## config.mk

```make
export PLATFORM = sky130hd
export DESIGN_NAME = fv_rd_req_arbiter
export DESIGN_NICKNAME = d
export VERILOG_FILES = /design/src/rtl/fv_rd_req_arbiter_pkg.sv /design/src/rtl/fv_rd_req_arbiter_rr.sv /design/src/rtl/fv_rd_req_arbiter.sv
export SDC_FILE = /design/constraint.sdc
export NUM_CORES = 1
export LEC_CHECK = 0
export CAP_MARGIN = 20
export CORE_ASPECT_RATIO = 0.8
export CORE_UTILIZATION = 46
export CTS_BUF_LIST = sky130_fd_sc_hd__clkbuf_4 sky130_fd_sc_hd__clkbuf_8
export DETAILED_ROUTE_END_ITERATION = 12
export PLACE_DENSITY_LB_ADDON = 0.08
export SLEW_MARGIN = 25
export SYNTH_ARGS = -nofsm -noshare
export SYNTH_HDL_FRONTEND = slang
export SYNTH_SLANG_ARGS = --single-unit
```

## constraint.sdc

```tcl
create_clock -name clk -period 8.9 [get_ports clk]
set_input_delay 1.335 -clock clk [delete_from_list [all_inputs] [get_ports clk]]
set_output_delay 1.335 -clock clk [all_outputs]
set_load 0.01 [all_outputs]
```

## src/rtl/fv_rd_req_arbiter_pkg.sv

```systemverilog
// Shared types for the Big FV read-request arbiter:
// hold-register and tag-pipe entries plus the index split.
package fv_rd_req_arbiter_pkg;

    localparam int FV_NUM_PE    = 4;
    localparam int FV_NUM_BANKS = 4;
    localparam int FV_IDX_W     = 10;
    localparam int FV_DATA_W    = 32;
    localparam int FV_RD_LAT    = 2;
    localparam int FV_BANK_W    = $clog2(FV_NUM_BANKS);
    localparam int FV_LINE_W    = FV_IDX_W - FV_BANK_W;
    localparam int FV_PE_W      = $clog2(FV_NUM_PE);

    typedef struct packed {
        logic                 held;
        logic [FV_BANK_W-1:0] bank;
        logic [FV_LINE_W-1:0] line;
    } fv_rd_hold_t;

    typedef struct packed {
        logic               v;
        logic [FV_PE_W-1:0] pe_id;
    } fv_rd_tag_t;

    function automatic fv_rd_hold_t fv_split(
        input logic [FV_IDX_W-1:0] idx
    );
        fv_rd_hold_t h;
        h.held = 1'b1;
        h.bank = idx[FV_BANK_W-1:0];
        h.line = idx[FV_IDX_W-1:FV_BANK_W];
        return h;
    endfunction

endpackage

```

## src/rtl/fv_rd_req_arbiter_rr.sv

```systemverilog
// N-way round-robin pick: first request at or after ptr,
// wrapping; returns one-hot grant, winner index and next ptr.
module fv_rr_arbiter #(
    parameter int N  = 4,
    parameter int PW = $clog2(N)
) (
    input  logic [N-1:0]  req,
    input  logic [PW-1:0] ptr,
    output logic [N-1:0]  gnt,
    output logic          gnt_v,
    output logic [PW-1:0] gnt_idx,
    output logic [PW-1:0] ptr_nxt
);

    logic [PW:0]   s;
    logic [PW-1:0] j;

    always_comb begin
        gnt     = '0;
        gnt_v   = 1'b0;
        gnt_idx = ptr;
        ptr_nxt = ptr;
        s       = '0;
        j       = '0;
        for (int k = 0; k < N; k++) begin
            s = {1'b0, ptr} + (PW+1)'(k);
            if (s >= (PW+1)'(N)) s = s - (PW+1)'(N);
            j = s[PW-1:0];
            if (!gnt_v && req[j]) begin
                gnt_v   = 1'b1;
                gnt_idx = j;
            end
        end
        if (gnt_v) begin
            gnt[gnt_idx] = 1'b1;
            ptr_nxt = (gnt_idx == PW'(N-1)) ? '0
                                            : gnt_idx + PW'(1);
        end
    end

endmodule

```

## src/rtl/fv_rd_req_arbiter.sv

```systemverilog
// Collects PE feature-vector reads, arbitrates per bank and
// returns bank data to the requesting PE via tag pipes.
module fv_rd_req_arbiter
    import fv_rd_req_arbiter_pkg::*;
#(
    parameter int NUM_PE    = FV_NUM_PE,
    parameter int NUM_BANKS = FV_NUM_BANKS,
    parameter int IDX_W     = FV_IDX_W,
    parameter int DATA_W    = FV_DATA_W,
    parameter int RD_LAT    = FV_RD_LAT
) (
    input  logic                  clk,
    input  logic                  reset,
    input  logic [NUM_PE-1:0]     pe_req_valid,
    input  logic [NUM_PE*IDX_W-1:0] pe_req_idx,
    output logic [NUM_PE-1:0]     pe_req_ready,
    output logic [NUM_BANKS-1:0]  bank_req_valid,
    output logic [NUM_BANKS*(IDX_W-$clog2(NUM_BANKS))-1:0]
                                  bank_req_addr,
    input  logic [NUM_BANKS-1:0]  bank_rd_valid,
    input  logic [NUM_BANKS*DATA_W-1:0] bank_rd_data,
    output logic [NUM_PE-1:0]     pe_rsp_valid,
    output logic [NUM_PE*DATA_W-1:0] pe_rsp_data,
    output logic                  busy,
    output logic                  tag_err
);

    localparam int BW = $clog2(NUM_BANKS);
    localparam int LW = IDX_W - BW;
    localparam int PW = $clog2(NUM_PE);
    localparam int CW = $clog2(RD_LAT + 1);

    fv_rd_hold_t      hold_q [NUM_PE];
    fv_rd_hold_t      hold_d [NUM_PE];
    fv_rd_tag_t       tag_q  [NUM_BANKS][RD_LAT];
    fv_rd_tag_t       tag_d  [NUM_BANKS][RD_LAT];
    logic [PW-1:0]    rr_ptr_q [NUM_BANKS];
    logic [PW-1:0]    rr_ptr_d [NUM_BANKS];
    logic [NUM_PE-1:0] rsp_valid_q, rsp_valid_d;
    logic [DATA_W-1:0] rsp_data_q [NUM_PE];
    logic [DATA_W-1:0] rsp_data_d [NUM_PE];
    logic             tag_err_q, tag_err_d;
    logic [CW-1:0]    ign_q, ign_d;

    logic [NUM_PE-1:0]    req_vec [NUM_BANKS];
    logic [NUM_PE-1:0]    gnt     [NUM_BANKS];
    logic [PW-1:0]        win     [NUM_BANKS];
    logic [PW-1:0]        ptr_nxt [NUM_BANKS];
    logic [NUM_BANKS-1:0] gnt_v;
    logic [NUM_PE-1:0]    held_vec, granted;
    logic                 tag_any;
    fv_rd_tag_t           last;

    always_comb begin
        held_vec = '0;
        for (int b = 0; b < NUM_BANKS; b++) req_vec[b] = '0;
        for (int p = 0; p < NUM_PE; p++) begin
            held_vec[p] = hold_q[p].held;
            for (int b = 0; b < NUM_BANKS; b++)
                req_vec[b][p] = hold_q[p].held &&
                                (hold_q[p].bank == BW'(b));
        end
    end

    for (genvar gb = 0; gb < NUM_BANKS; gb++) begin : g_arb
        fv_rr_arbiter #(.N(NUM_PE), .PW(PW)) u_rr (
            .req     (req_vec[gb]),
            .ptr     (rr_ptr_q[gb]),
            .gnt     (gnt[gb]),
            .gnt_v   (gnt_v[gb]),
            .gnt_idx (win[gb]),
            .ptr_nxt (ptr_nxt[gb])
        );
    end

    always_comb begin
        granted = '0;
        for (int b = 0; b < NUM_BANKS; b++)
            granted = granted | gnt[b];
    end

    assign pe_req_ready = reset ? (~held_vec | granted) : '0;

    always_comb begin
        for (int p = 0; p < NUM_PE; p++) begin
            hold_d[p] = hold_q[p];
            if (granted[p]) hold_d[p].held = 1'b0;
            if (pe_req_valid[p] && pe_req_ready[p])
                hold_d[p] = fv_split(pe_req_idx[p*IDX_W +: IDX_W]);
        end
    end

    always_comb begin
        for (int b = 0; b < NUM_BANKS; b++) begin
            bank_req_valid[b] = gnt_v[b] & reset;
            bank_req_addr[b*LW +: LW] =
                gnt_v[b] ? hold_q[win[b]].line : '0;
        end
    end

    // Tag at the last stage lines up with this cycle's bank data;
    // lowest bank wins if two target the same PE.
    always_comb begin
        tag_err_d   = tag_err_q;
        rsp_valid_d = '0;
        rsp_data_d  = rsp_data_q;
        ign_d       = (ign_q != '0) ? ign_q - CW'(1) : ign_q;
        tag_any     = 1'b0;
        last        = '0;
        for (int b = 0; b < NUM_BANKS; b++) begin
            rr_ptr_d[b] = gnt_v[b] ? ptr_nxt[b] : rr_ptr_q[b];
            tag_d[b][0].v     = gnt_v[b];
            tag_d[b][0].pe_id = win[b];
            for (int s = 1; s < RD_LAT; s++)
                tag_d[b][s] = tag_q[b][s-1];
            for (int s = 0; s < RD_LAT; s++)
                tag_any = tag_any | tag_q[b][s].v;
            last = tag_q[b][RD_LAT-1];
            if (bank_rd_valid[b] && last.v) begin
                if (rsp_valid_d[last.pe_id]) begin
                    tag_err_d = 1'b1;
                end else begin
                    rsp_valid_d[last.pe_id] = 1'b1;
                    rsp_data_d[last.pe_id] =
                        bank_rd_data[b*DATA_W +: DATA_W];
                end
            end else if (last.v) begin
                tag_err_d = 1'b1;
            end else if (bank_rd_valid[b] && ign_q == '0) begin
                tag_err_d = 1'b1;
            end
        end
    end

    always_ff @(posedge clk) begin
        if (!reset) begin
            for (int p = 0; p < NUM_PE; p++) begin
                hold_q[p]     <= '0;
                rsp_data_q[p] <= '0;
            end
            for (int b = 0; b < NUM_BANKS; b++) begin
                rr_ptr_q[b] <= '0;
                for (int s = 0; s < RD_LAT; s++)
                    tag_q[b][s] <= '0;
            end
            rsp_valid_q <= '0;
            tag_err_q   <= 1'b0;
            ign_q       <= CW'(RD_LAT);
        end else begin
            for (int p = 0; p < NUM_PE; p++) begin
                hold_q[p]     <= hold_d[p];
                rsp_data_q[p] <= rsp_data_d[p];
            end
            for (int b = 0; b < NUM_BANKS; b++) begin
                rr_ptr_q[b] <= rr_ptr_d[b];
                for (int s = 0; s < RD_LAT; s++)
                    tag_q[b][s] <= tag_d[b][s];
            end
            rsp_valid_q <= rsp_valid_d;
            tag_err_q   <= tag_err_d;
            ign_q       <= ign_d;
        end
    end

    always_comb begin
        for (int p = 0; p < NUM_PE; p++)
            pe_rsp_data[p*DATA_W +: DATA_W] = rsp_data_q[p];
    end

    assign pe_rsp_valid = rsp_valid_q;
    assign tag_err      = tag_err_q;
    assign busy         = (|held_vec) | tag_any | (|rsp_valid_q);

endmodule

```

Word level (Yosys, flattened, before mapping)
Memories as Yosys holds them, arrays and structs flattened.
Index checks and enable logic that the tools add are counted.
Widths: inputs -> output; s select.
{"block": "op_classes", "addsub": 33, "n_mul": 0, "div_mod_pow": 0, "magnitude_cmp": 56, "eq_ne": 16, "shift": 0, "n_mux": 191, "n_bitwise": 41, "n_reduce_logical": 72}
{"cell": "$mux 128", "count": 8}
{"cell": "$bwmux 128", "count": 4}
{"cell": "$demux 32 s2", "count": 4}
{"cell": "$mux 32", "count": 4}
{"cell": "$mux 11", "count": 8}
{"cell": "$mux 2", "count": 44}
{"cell": "$lt 2x3->1 const B", "count": 24}
{"cell": "$mux 1", "count": 66}
{"cell": "$logic_and 1x1->1", "count": 52}
{"cell": "$mux 4", "count": 13}
{"cell": "$ge 3x3->1 const B", "count": 16}
{"cell": "$bmux 1 s2", "count": 20}
{"cell": "$sub 2x1->2 const B", "count": 17}
{"cell": "$mux 8", "count": 4}
{"cell": "$or 4x4->4", "count": 7}
{"cell": "$or 1x1->1", "count": 25}
{"cell": "$add 2x2->3 const B", "count": 8}
{"cell": "$eq 2x2->1 const B", "count": 12}
{"cell": "$mux 3", "count": 8}
{"cell": "$demux 1 s2", "count": 8}
{"cell": "$ge 2x1->1 const B", "count": 8}
{"cell": "$add 2x1->3 const B", "count": 4}
{"cell": "$ge 2x3->1 const B", "count": 4}
{"cell": "$logic_not 1->1", "count": 12}
{"cell": "9 further kinds", "count": 29}
{"block": "totals", "ff_bits": 135, "latch_bits": 0, "ram_bits": 76, "romBits": 0, "out_inout_bits": 174, "mem_count": 3}
{"memory": "hold_q", "words": 4, "width": 11, "read_ports": 8, "rd_clocked_by_memory_dff": 0, "write_ports": 4, "line": "fv_rd_req_arbiter.sv:33", "source": "fv_rd_hold_t hold_q [NUM_PE];"}
{"memory": "tag_q", "words": 4, "width": 6, "read_ports": 4, "rd_clocked_by_memory_dff": 0, "write_ports": 4, "line": "fv_rd_req_arbiter.sv:35", "source": "fv_rd_tag_t tag_q [NUM_BANKS][RD_LAT];"}
{"memory": "rr_ptr_q", "words": 4, "width": 2, "read_ports": 4, "rd_clocked_by_memory_dff": 0, "write_ports": 4, "line": "fv_rd_req_arbiter.sv:37", "source": "logic [PW-1:0] rr_ptr_q [NUM_BANKS];"}

Depth between registers and ports, before layout
Gate-level depths: netlist of run 1.
An unclocked memory read counts as a cell.
{"block": "logic_depth", "word_depth": 28, "ltp_mapped": 15, "mapped_depth_nobuf": 11}

By module
From an unflattened synthesis of run 1, not the netlist that was laid out.
{"block": "hier_totals", "cells_unflattened": 1643, "area_unflattened_um2": 13988.4}
{"module": "fv_rd_req_arbiter", "n_inst": 1, "cells_each": 1516, "area_each_um2": 13033.8, "seq_area_each_um2": 4224.1}
{"module": "fv_rr_arbiter (g_arb[0].u_rr ...)", "n_inst": 3, "cells_each": 32, "area_each_um2": 240.2, "seq_area_each_um2": 0.0}
{"module": "fv_rr_arbiter (g_arb[3].u_rr)", "n_inst": 1, "cells_each": 31, "area_each_um2": 234.0, "seq_area_each_um2": 0.0}

Least setup slack after synthesis of run 1
No wires, ideal clock.
{"block": "synth_path", "path_kind": "reg-to-output", "startpoint": "memory hold_q[0][10] in the netlist's numbering", "endpoint": "output pe_req_ready[1]", "t_arrival_ps": 2408, "path_slack_ps": 5157, "path_stages_with_launch": 12, "cell_sequence": "dfxtp_1 clkbuf_2 nor3b_1 o22ai_1 o32a_1 buf_2 buf_6 inv_1 ha_1 a22oi_4 and4_2 nor2_1"}
{"item": "start: declaration", "line": "fv_rd_req_arbiter.sv:33"}
{"item": "end: declaration", "line": "fv_rd_req_arbiter.sv:16", "source": "output logic [NUM_PE-1:0] pe_req_ready,"}

==> qor.yml, run 1 <==
clock_network:
  cts_buffer_depth: 3
  ctsHoldBuffers: 0
  post_cts_buffers: 0
  cts_made_buffers: 37
  clock_latency_ps: 530
  cts_max_level: 2
  clk_pin_slew_ps: 60
  cts_resized: 0
  cts_tree: "built"
  clock_sinks: 211
  root_buffer: "clkbuf_8"
timing:
  fin_crit_sh_pct: 58.2
  relSlewSlack_pct: 42.0
  maxSlewViolCount: 0
  tightest_slew_ps: 869
  fin_tns_setup_ps: 0
  fin_skew_ps: 19.9
  max_freq_ghz: 0.193
  min_period_ps: 5180
  hold_viol_final: 0
  rsz0062_at_grt: "no"
  layout_setup_ws_ps: 3720
  setup_viol: 0
placed_design:
  dp_hpwl_mm: 31.6
  place_congestion: 0.901
  dp_slack_ps: 4010
  portBuffers: 351
final_layout:
  final_cell_mix: "clkdlybuf4s50_1 (350), a21oi_1 (270), mux2i_1 (236)"
  nets: 2043
  final_common_cell: "clkdlybuf4s50_1"
  syn_to_final_growth_pct: 34.3
  drive_gt1_share_pct: 6.24
  nFillCells: 2296
global_route:
  antenna_found_initial: 0
  track_usage_pct: 32.6
  overflow: 0
  grt_max_degree: 87
  grt_first_pass_wirelength_mm: 72.5
  grt_pass1_vias: 12600
pwr:
  power.leakage_nw: 6.87
  share_comb_of_total_power_pct: 23.6
  p_seq_share_pct: 40.0
  power.switching_mw: 0.792
  power.share.clock_pct: 36.4
  p_int_mw: 1.86
  power.density_nw_per_um2: 156
  peakVddDrop_mv: 0.0956
  swShare_pct: 29.8
die:
  fp.coreArea_sq_um: 26700
  die_h_microns: 151
  fp-row-count: 53
  die_area_sq_um: 28300
  start_util_pct: 47.6
  dieWidth_microns: 188
  num_io_pins: 352
drt:
  vias: 13700
  drt-pass1-iter-count: 5
  wl_met1_mm: 21.6
  ant_nets: 0
  avgViaCountPerCell: 6.14
  wirelength_mm: 48.3
  wl_met3_mm: 4.62
  top_layer_used: "met4"
  dr_wl_met2_mm: 20.8
  post_drt_wl_per_cell_microns: 21.6
  drtIter0Drc: 1303
  drc_errors: 0
yosys:
  syn_area_sq_um: 12700
  async_reset_ff_share_pct: 0
  yosysWarnings: 0
  synth_cells: 1577
  synth_top_cell_by_area: "dfxtp_1"
  synth_cell_types: 66
  synth_area_leaders: "dfxtp_1 (33%), mux2i_1 (19%), a21oi_1 (11%), a211oi_1 (7.8%), nor2_1 (6.3%)"
  synth_seq_cells: 211
  yosysTopAreaCellShare_pct: 33.3
  ys_seq_area_share_pct: 33.3
  synth_fp_nets: 1772
  synthFlopType: "dfxtp_1"
  synth_edf_count: 0
  syn_area_per_cell_sq_um: 8.05
critical_path:
  cp-start-kind: "register"
  endpoint_kind: "primary output"
  worstPathCellList: "nor3b_1 -> o22ai_1 -> o32a_2 -> inv_1 -> ha_1 -> a22oi_4 -> and4_2 -> nor2_1 -> clkdlybuf4s50_1"
  max_stage_delay_ps: 720
  critPathMaxFanout: 19
  worst_path_max_delay_cell: "nor3b_1"
  crit_buf_inv: 2
  worstPathRequired_ps: 7570
  setup.worst_path.class: "register to primary output"
  critPathTopFamily: "simple AND/OR/NAND/NOR gates"
  critPathArrivalTime_ps: 3850
min_path:
  min_path_type: "register to register"
job:
  drv_cap: 0
status:
  status: "finished, final reports clean"
## cells in the mapped netlist, types with 4 or more instances
| cell type | count |
|---|---|
| and2_1 | 20 |
| o21ai_0 | 132 |
| and3b_1 | 4 |
| xor2_1 | 4 |
| nor4_1 | 5 |
| inv_1 | 18 |
| o22ai_1 | 39 |
| nand3_1 | 8 |
| nor2_1 | 212 |
| or3_1 | 4 |
| buf_6 | 5 |
| o41ai_1 | 6 |
| clkbuf_1 | 104 |
| ha_1 | 17 |
| nor2b_1 | 4 |
| mux2i_1 | 236 |
| nand2b_1 | 4 |
| a21oi_1 | 270 |
| a211oi_1 | 132 |
| buf_2 | 24 |
| nand2_1 | 26 |
| nand4b_1 | 5 |
| nand4_1 | 7 |
| o21ai_1 | 8 |
| nand3b_1 | 9 |
| nor3b_1 | 4 |
| buf_4 | 4 |
| dfxtp_1 | 211 |
## power by group through the flow
stage                     Sequential (mW)  Clock [mW]  Combinational [mW]
final                                1.06       0.966               0.627
after detailed placement             1.08           0               0.616
after floorplan                      1.07           0               0.355
after CTS                            1.06       0.975               0.619
after global routing                 1.07        1.02               0.672
after global placement               1.08           0               0.608
## final timing paths
check        cells after the start     startpoint               to  slack, ps
min reg2reg                      1    tag_q[1][3]      tag_q[1][0]        430
min                              1    tag_q[1][3]      tag_q[1][0]        430
max                              9  hold_q[0][10]  pe_req_ready[1]       3720
max reg2reg                      8  hold_q[3][10]     hold_q[1][4]       5260
## area by class of cell
type | instances | area [sq um] | area share, %
diodes | 3 | 7.51 | 0.0440
clock buffers | 64 | 793 | 4.65
clock inverters | 1 | 7.51 | 0.0440
inverters | 19 | 71.3 | 0.418
multi-input cells | 1205 | 7820 | 45.9
flip-flops and latches | 211 | 4220 | 24.8
well taps | 357 | 447 | 2.62
repair buffers | 374 | 3680 | 21.6
## state kept, by name (all words and copies together), names as in the netlist
name / cells
pe_rsp_valid: 4
pe_rsp_data: 128
ign_q: 2
hold_q: 44
tag_err: 1
tag_q: 24
rr_ptr_q: 8
## cell families (layout without fill, tap and decap cells)
kind of cell,Yosys count,after routing,synth area share [%]
AOI/OAI and AO/OA,611,611,28.0
other,0,3,0
DFF,211,211,33.3
muxes,237,237,18.7
and+or+nand+nor,336,336,12.6
buffers and inverters,161,458,5.47
adders and majority gates,17,17,1.68
xor gates and xnor gates,4,4,0.276
## metrics by stage
stage	hold slack, ps	power [mW]	cells	area [sq um]	util [%]
2_1_floorplan	412	1.42	1577	12700	-
3_3_place_gp	414	1.69	2165	16200	60.9
3_5_place_dp	420	1.70	2166	16200	60.9
4_1_cts	432	2.65	2231	17000	63.9
5_1_grt	444	2.76	2231	17000	63.9
6_report	432	2.66	2234	17100	64.0
## layer usage
metal  GRT usage [%]  up-vias
met5               0        -
met2            49.4      762
met4            10.4        0
met1            46.8     6492
met3            5.57       91
li1                -     6374
## worst register-to-register path: stages (launching register included)
cell	delay [ps]
dfxtp_1	430
nor3b_1	670
o32a_2	700
inv_1	170
ha_1	260
a22oi_4	150
a41o_1	770
mux2i_1	280
nor2_1	60
Power figures use the tool's default switching activity.
==> run 2, diff against run 1 <==
==> constraint.sdc (replaced) <==
create_clock -name clk -period 5.4 [get_ports clk]
set_input_delay 0.81 -clock clk [delete_from_list [all_inputs] [get_ports clk]]
set_output_delay 0.81 -clock clk [all_outputs]
set_load 0.01 [all_outputs]
==> qor.yml, run 2 (same netlist as run 1, synthesis figures left out) <==
timing:
  maxSlewViolCount: 0  # unchanged
  fin_tns_setup_ps: 0  # unchanged
  fin_crit_sh_pct: 85.1
  fin_skew_ps: 27.3  # +7.38 ps
  hold_viol_final: 0  # unchanged
  relSlewSlack_pct: 46.1  # +4.0 points
  rsz0062_at_grt: "no"
  setup_viol: 0  # unchanged
  layout_setup_ws_ps: 805  # -2910 ps
  tightest_slew_ps: 809  # -60.3 ps
  min_period_ps: 4590
  max_freq_ghz: 0.218
die:
  die_h_microns: 151  # unchanged
  fp-row-count: 53  # unchanged
  dieWidth_microns: 188  # unchanged
  die_area_sq_um: 28300  # unchanged
  num_io_pins: 352  # unchanged
  start_util_pct: 47.6  # unchanged
  fp.coreArea_sq_um: 26700  # unchanged
final_layout:
  syn_to_final_growth_pct: 34.2  # about the same
  nFillCells: 2273  # -1.0%
  final_core_util_pct: 63.9  # about the same
  largest_reg_flops: 128  # unchanged
  drive_gt1_share_pct: 6.19  # -0.050 points
  stdcell_count: 2233  # -0.045%
  final_cell_mix: "clkdlybuf4s50_1 (350), a21oi_1 (270), mux2i_1 (236)"
  final_common_cell: "clkdlybuf4s50_1"
  nets: 2046  # +0.15%
clock_network:
  cts_tree: "built"
  cts_max_level: 2  # unchanged
  clock_sinks: 211  # unchanged
  cts_resized: 0  # unchanged
  cts_buffer_depth: 3  # unchanged
  clk_pin_slew_ps: 70  # about the same
  root_buffer: "clkbuf_8"
  post_cts_buffers: 0  # unchanged
  clock_latency_ps: 550  # +20 ps
  cts_made_buffers: 37  # unchanged
  ctsHoldBuffers: 0  # unchanged
drt:
  drtIter0Drc: 1129  # -13%
  vias: 13500  # -1.2%
  post_drt_wl_per_cell_microns: 21.1  # -2.2%
  drt-pass1-iter-count: 6  # +1
  avgViaCountPerCell: 6.07  # -1.2%
  wirelength_mm: 47.2  # -2.3%
  drc_errors: 0  # unchanged
  ant_nets: 0  # unchanged
critical_path:
  timing.rr.start: "hold_q[3][10]"
  rr_worst_depth: 8  # unchanged
  critPathArrivalTime_ps: 3780  # -70 ps
  setup.worst_path.class: "register to primary output"
  cpMostUsedCell: "nor2_1"
  worst_path_max_delay_cell: "nor3b_1"
  cp-start-kind: "register"
  endpoint_kind: "primary output"
  critPathMaxFanout: 19  # unchanged
  worstPathRequired_ps: 4590  # -2980 ps
  critPathLaunch: "hold_q[3][10]"
  worstPathCellList: "nor3b_1 -> o32a_2 -> inv_1 -> ha_1 -> o41ai_1 -> o2111ai_1 -> nor2_1 -> nor2_1 -> clkdlybuf4s50_1"
  max_stage_delay_ps: 700  # -20 ps
global_route:
  grt_max_degree: 79  # -9.2%
  grt_first_pass_wirelength_mm: 71.0  # -2.1%
  grt_pass1_vias: 12300  # -2.0%
  overflow: 0  # unchanged
  antenna_found_initial: 1  # +1
  track_usage_pct: 32.1  # -0.53 points
placed_design:
  place_congestion: 0.986  # +9.4%
  dp_slack_ps: 1030  # -2980 ps
  dpl.cell_count: 2169  # +0.14%
  portBuffers: 351  # unchanged
  dp_hpwl_mm: 31.3  # -1.1%
pwr:
  peakVddDrop_mv: 0.168  # +76%
  power.leakage_nw: 6.87  # about the same
  power.density_nw_per_um2: 254  # +63%
  finalPower_mw: 4.33  # +63%
min_path:
  min_path_type: "register to register"
  min_path_cells: 1  # unchanged
  hold_start: "tag_q[1][4]"
job:
  drv_cap: 0  # unchanged
status:
  status: "finished, final reports clean"
==> run 2: changes by cell type in the layout (fill, tap and decap cells not counted) <==
cell       previous run  this run
o22a_1                0         1
o22ai_2               0         1
buf_4                23        27
buf_2                 1         0
clkbuf_8             50        47
clkbuf_4             14         5
bufinv_16             0         1
o22a_2                2         1
clkinv_2              0         7
o22ai_1              39        38
==> run 2: final timing paths <==
kind,endpoint,slack (ps)
worst min register to register,tag_q[1][1],430
worst max-delay path,pe_req_ready[0],810
worst min-delay path,tag_q[1][1],430
worst max register to register,hold_q[1][7],1750
==> run 2: area by class of cell <==
type / count / area (sq um) / area share (%)
inverter: 19 / 71.3 / 0.419
sequential: 211 / 4220 / 24.8
tap: 357 / 447 / 2.62
antenna: 3 / 7.51 / 0.0441
clock inverter: 9 / 72.6 / 0.426
clock buffer: 52 / 684 / 4.02
multi-input combinational: 1205 / 7830 / 45.9
timing repair buffer: 377 / 3710 / 21.8
==> run 2: critical path, delay by kind of cell, from the launching register on <==
kind | cells | cell delay [ps]
compound gates | 3 | 960
fa+ha+maj | 1 | 230
buf+inv | 2 | 670
flops | 1 | 450
simple gates | 3 | 940
==> run 2: stage by stage <==
| stage | area [sq um] | hold WS [ps] |
|---|---|---|
| 2_1_floorplan | 12700 | 412 |
| 3_3_place_gp | 16300 | 417 |
| 3_5_place_dp | 16300 | 418 |
| 4_1_cts | 17000 | 428 |
| 5_1_grt | 17000 | 445 |
| 6_report | 17000 | 425 |
==> run 2: power by group <==
group	internal [mW]	switching, mW	leakage [nW]
Combinational	0.503	0.526	4.75
Sequential	1.65	0.0976	1.72
Clock	0.862	0.689	0.403
==> run 2: per-layer routing <==
metal | routed length [microns] | up-vias | part of all wire (%) | track usage [%]
li1 | - | 6374 | - | -
met1 | 20800 | 6296 | 44 | 44.8
met2 | 20300 | 785 | 43 | 48.8
met3 | 4660 | 94 | 9.9 | 6.78
met4 | 1440 | 0 | 3.0 | 11.1
met5 | 0 | - | 0 | 0
==> run 3, diff against run 2 <==
--- a/config.mk
+++ b/config.mk
@@ -7,7 +7,7 @@
 export LEC_CHECK = 0
 export CAP_MARGIN = 20
 export CORE_ASPECT_RATIO = 0.8
-export CORE_UTILIZATION = 46
+export CORE_UTILIZATION = 50
 export CTS_BUF_LIST = sky130_fd_sc_hd__clkbuf_4 sky130_fd_sc_hd__clkbuf_8
 export DETAILED_ROUTE_END_ITERATION = 12
 export PLACE_DENSITY_LB_ADDON = 0.08
==> qor.yml, run 3 (same netlist as run 1, synthesis figures left out) <==
critical_path:
  critPathMaxFanout: 19  # unchanged
  rr_worst_depth: 8  # unchanged
  timing.rr.start: "hold_q[3][10]"
  cp-start-kind: "register"
  setup.worst_path.class: "register to primary output"
  endpoint_kind: "primary output"
  rrSetupSlack_ps: 1730  # -20 ps
  worstPathRequired_ps: 4590  # about the same
  worst_path_max_delay_cell: "nor3b_1"
  r2r-end: "hold_q[1][7]"
  critPathArrivalTime_ps: 3820  # +40 ps
  crit_path_end: "pe_req_ready[1]"
  worstPathCellList: "nor3b_1 -> o32a_2 -> inv_1 -> ha_1 -> a22oi_4 -> and4_2 -> nor2_1 -> clkdlybuf4s50_1"
  critPathLaunch: "hold_q[3][10]"
  max_stage_delay_ps: 730  # +30 ps
clock_network:
  clock_sinks: 211  # unchanged
  root_buffer: "clkbuf_8"
  cts_made_buffers: 39  # +5.4%
  cts_resized: 0  # unchanged
  post_cts_buffers: 0  # unchanged
  cts_buffer_depth: 3  # unchanged
  ctsHoldBuffers: 0  # unchanged
  cts_tree: "built"
  clock_latency_ps: 530  # -20 ps
  cts_max_level: 2  # unchanged
  clk_pin_slew_ps: 60  # about the same
die:
  die_area_sq_um: 26000  # -7.9%
  fp.coreArea_sq_um: 24600  # -7.6%
  start_util_pct: 51.5  # +3.9 points
  num_io_pins: 352  # unchanged
  die_h_microns: 145  # -4.0%
  fp-row-count: 51  # -3.8%
  dieWidth_microns: 180  # -4.0%
pwr:
  power.switching_mw: 1.31  # -0.47%
  p_seq_share_pct: 40.1  # -0.3 points
  swShare_pct: 30.0  # -0.36 points
  power.leakage_nw: 6.90  # +0.41%
  peakVddDrop_mv: 0.192  # +15%
  p_int_mw: 3.05  # +1.2%
  share_comb_of_total_power_pct: 23.5  # -0.3 points
  power.share.clock_pct: 36.4  # +0.6 points
  power.density_nw_per_um2: 256  # +0.80%
final_layout:
  regArea_sq_um: 4220  # unchanged
  final_core_util_pct: 69.1  # +5.2 points
  final_cell_mix: "clkdlybuf4s50_1 (350), a21oi_1 (270), mux2i_1 (236)"
  largest_reg_flops: 128  # unchanged
  nets: 2050  # +0.20%
  nFillCells: 2051  # -9.8%
  final_common_cell: "clkdlybuf4s50_1"
  drive_gt1_share_pct: 6.49  # +0.30 points
  multi_input_area_sq_um: 7830  # unchanged
  syn_to_final_growth_pct: 34.1  # about the same
min_path:
  min_path_type: "register to register"
drt:
  drc_errors: 0  # unchanged
  drt-pass1-iter-count: 6  # unchanged
  ant_nets: 0  # unchanged
  drtIter0Drc: 1297  # +15%
  vias: 13600  # +0.70%
  wirelength_mm: 47.2  # about the same
  post_drt_wl_per_cell_microns: 21.5  # +1.6%
  avgViaCountPerCell: 6.21  # +2.3%
timing:
  fin_tns_setup_ps: 0  # unchanged
  fin_crit_sh_pct: 85.7  # +0.63 points
  hold_viol_final: 0  # unchanged
  tightest_slew_ps: 990  # +180 ps
  fin_skew_ps: 19.4  # -7.93 ps
  relSlewSlack_pct: 33.9  # -12 points
  hold_ws_ps: 433  # +7.39 ps
  setup_viol: 0  # unchanged
  maxSlewViolCount: 0  # unchanged
  min_period_ps: 4630  # +33.9 ps
  max_freq_ghz: 0.216  # -0.73%
  rsz0062_at_grt: "no"
global_route:
  antenna_found_initial: 1  # unchanged
  grt_pass1_vias: 12700  # +3.2%
  grt_first_pass_wirelength_mm: 72.1  # +1.7%
  grt_max_degree: 99  # +25%
  overflow: 0  # unchanged
  track_usage_pct: 35.2  # +3.2 points
placed_design:
  dp_hpwl_mm: 31.3  # about the same
  portBuffers: 351  # unchanged
  place_congestion: 1.00  # +1.7%
status:
  status: "finished, final reports clean"
job:
  drv_cap: 0  # unchanged
[run 3: cell count changes in the layout (fill, tap and decap cells not counted), sizes merged]
cell      delta
bufinv       -1
clkbuf      +11
clkinv       -5
diode        -2
buf          +2
clkinvlp     -1
[run 3: per-layer routing]
| layer | up-vias | global-route usage, % | wire [microns] |
|---|---|---|---|
| li1 | 6389 | - | - |
| met1 | 6413 | 46.9 | 20100 |
| met2 | 746 | 55.9 | 20900 |
| met3 | 96 | 8.21 | 4800 |
| met4 | 0 | 12.5 | 1370 |
| met5 | - | 0 | 0 |
[run 3: worst min path at each step]
| stage | startpoint | to | slack [ps] | cells after the start |
|---|---|---|---|---|
| CTS | tag_q[3][3] | tag_q[3][0] | 430 | 1 |
| finish | tag_q[3][3] | tag_q[3][0] | 430 | 1 |
| global placement | tag_q[2][4] | tag_q[2][1] | 420 | 1 |
| detailed placement | tag_q[3][3] | tag_q[3][0] | 420 | 1 |
| floorplan | tag_q[0][3] | tag_q[0][0] | 410 | 1 |
| global route | tag_q[3][3] | tag_q[3][0] | 450 | 1 |
[run 3: layout make-up]
type / instances / share of cell area, %
multi-input cells: 1205 / 46.0
flip-flops and latches: 211 / 24.8
repair buffers: 379 / 21.9
clock buffers: 63 / 4.54
well taps: 318 / 2.34
inverters: 19 / 0.419
clock inverters: 2 / 0.0588
diodes: 1 / 0.0147
[run 3: power groups by stage]
stage	registers, mW	clock network (mW)	logic (mW)
after floorplan	1.76	0	0.585
after global placement	1.77	0	0.989
after detailed placement	1.78	0	1.00
after CTS	1.74	1.60	1.01
after global routing	1.76	1.67	1.11
final	1.75	1.59	1.03
[run 3: worst max-delay path: cells and delay by family (launching register included)]
family | cells | cell delay, ps
AOI/OAI and AO/OA | 2 | 860
adders and majority gates | 1 | 270
buffers and inverters | 2 | 690
DFF | 1 | 440
and+or+nand+nor | 3 | 1030
[run 3: stage by stage]
stage	worst slack [ps]	area, sq um	total power [mW]	cells
final	771	17000	4.36	2198
after global routing	511	17000	4.53	2198
after CTS	422	17000	4.35	2197
after detailed placement	990	16200	2.78	2132
after global placement	1140	16200	2.76	2132
after floorplan	2180	12700	2.35	1577
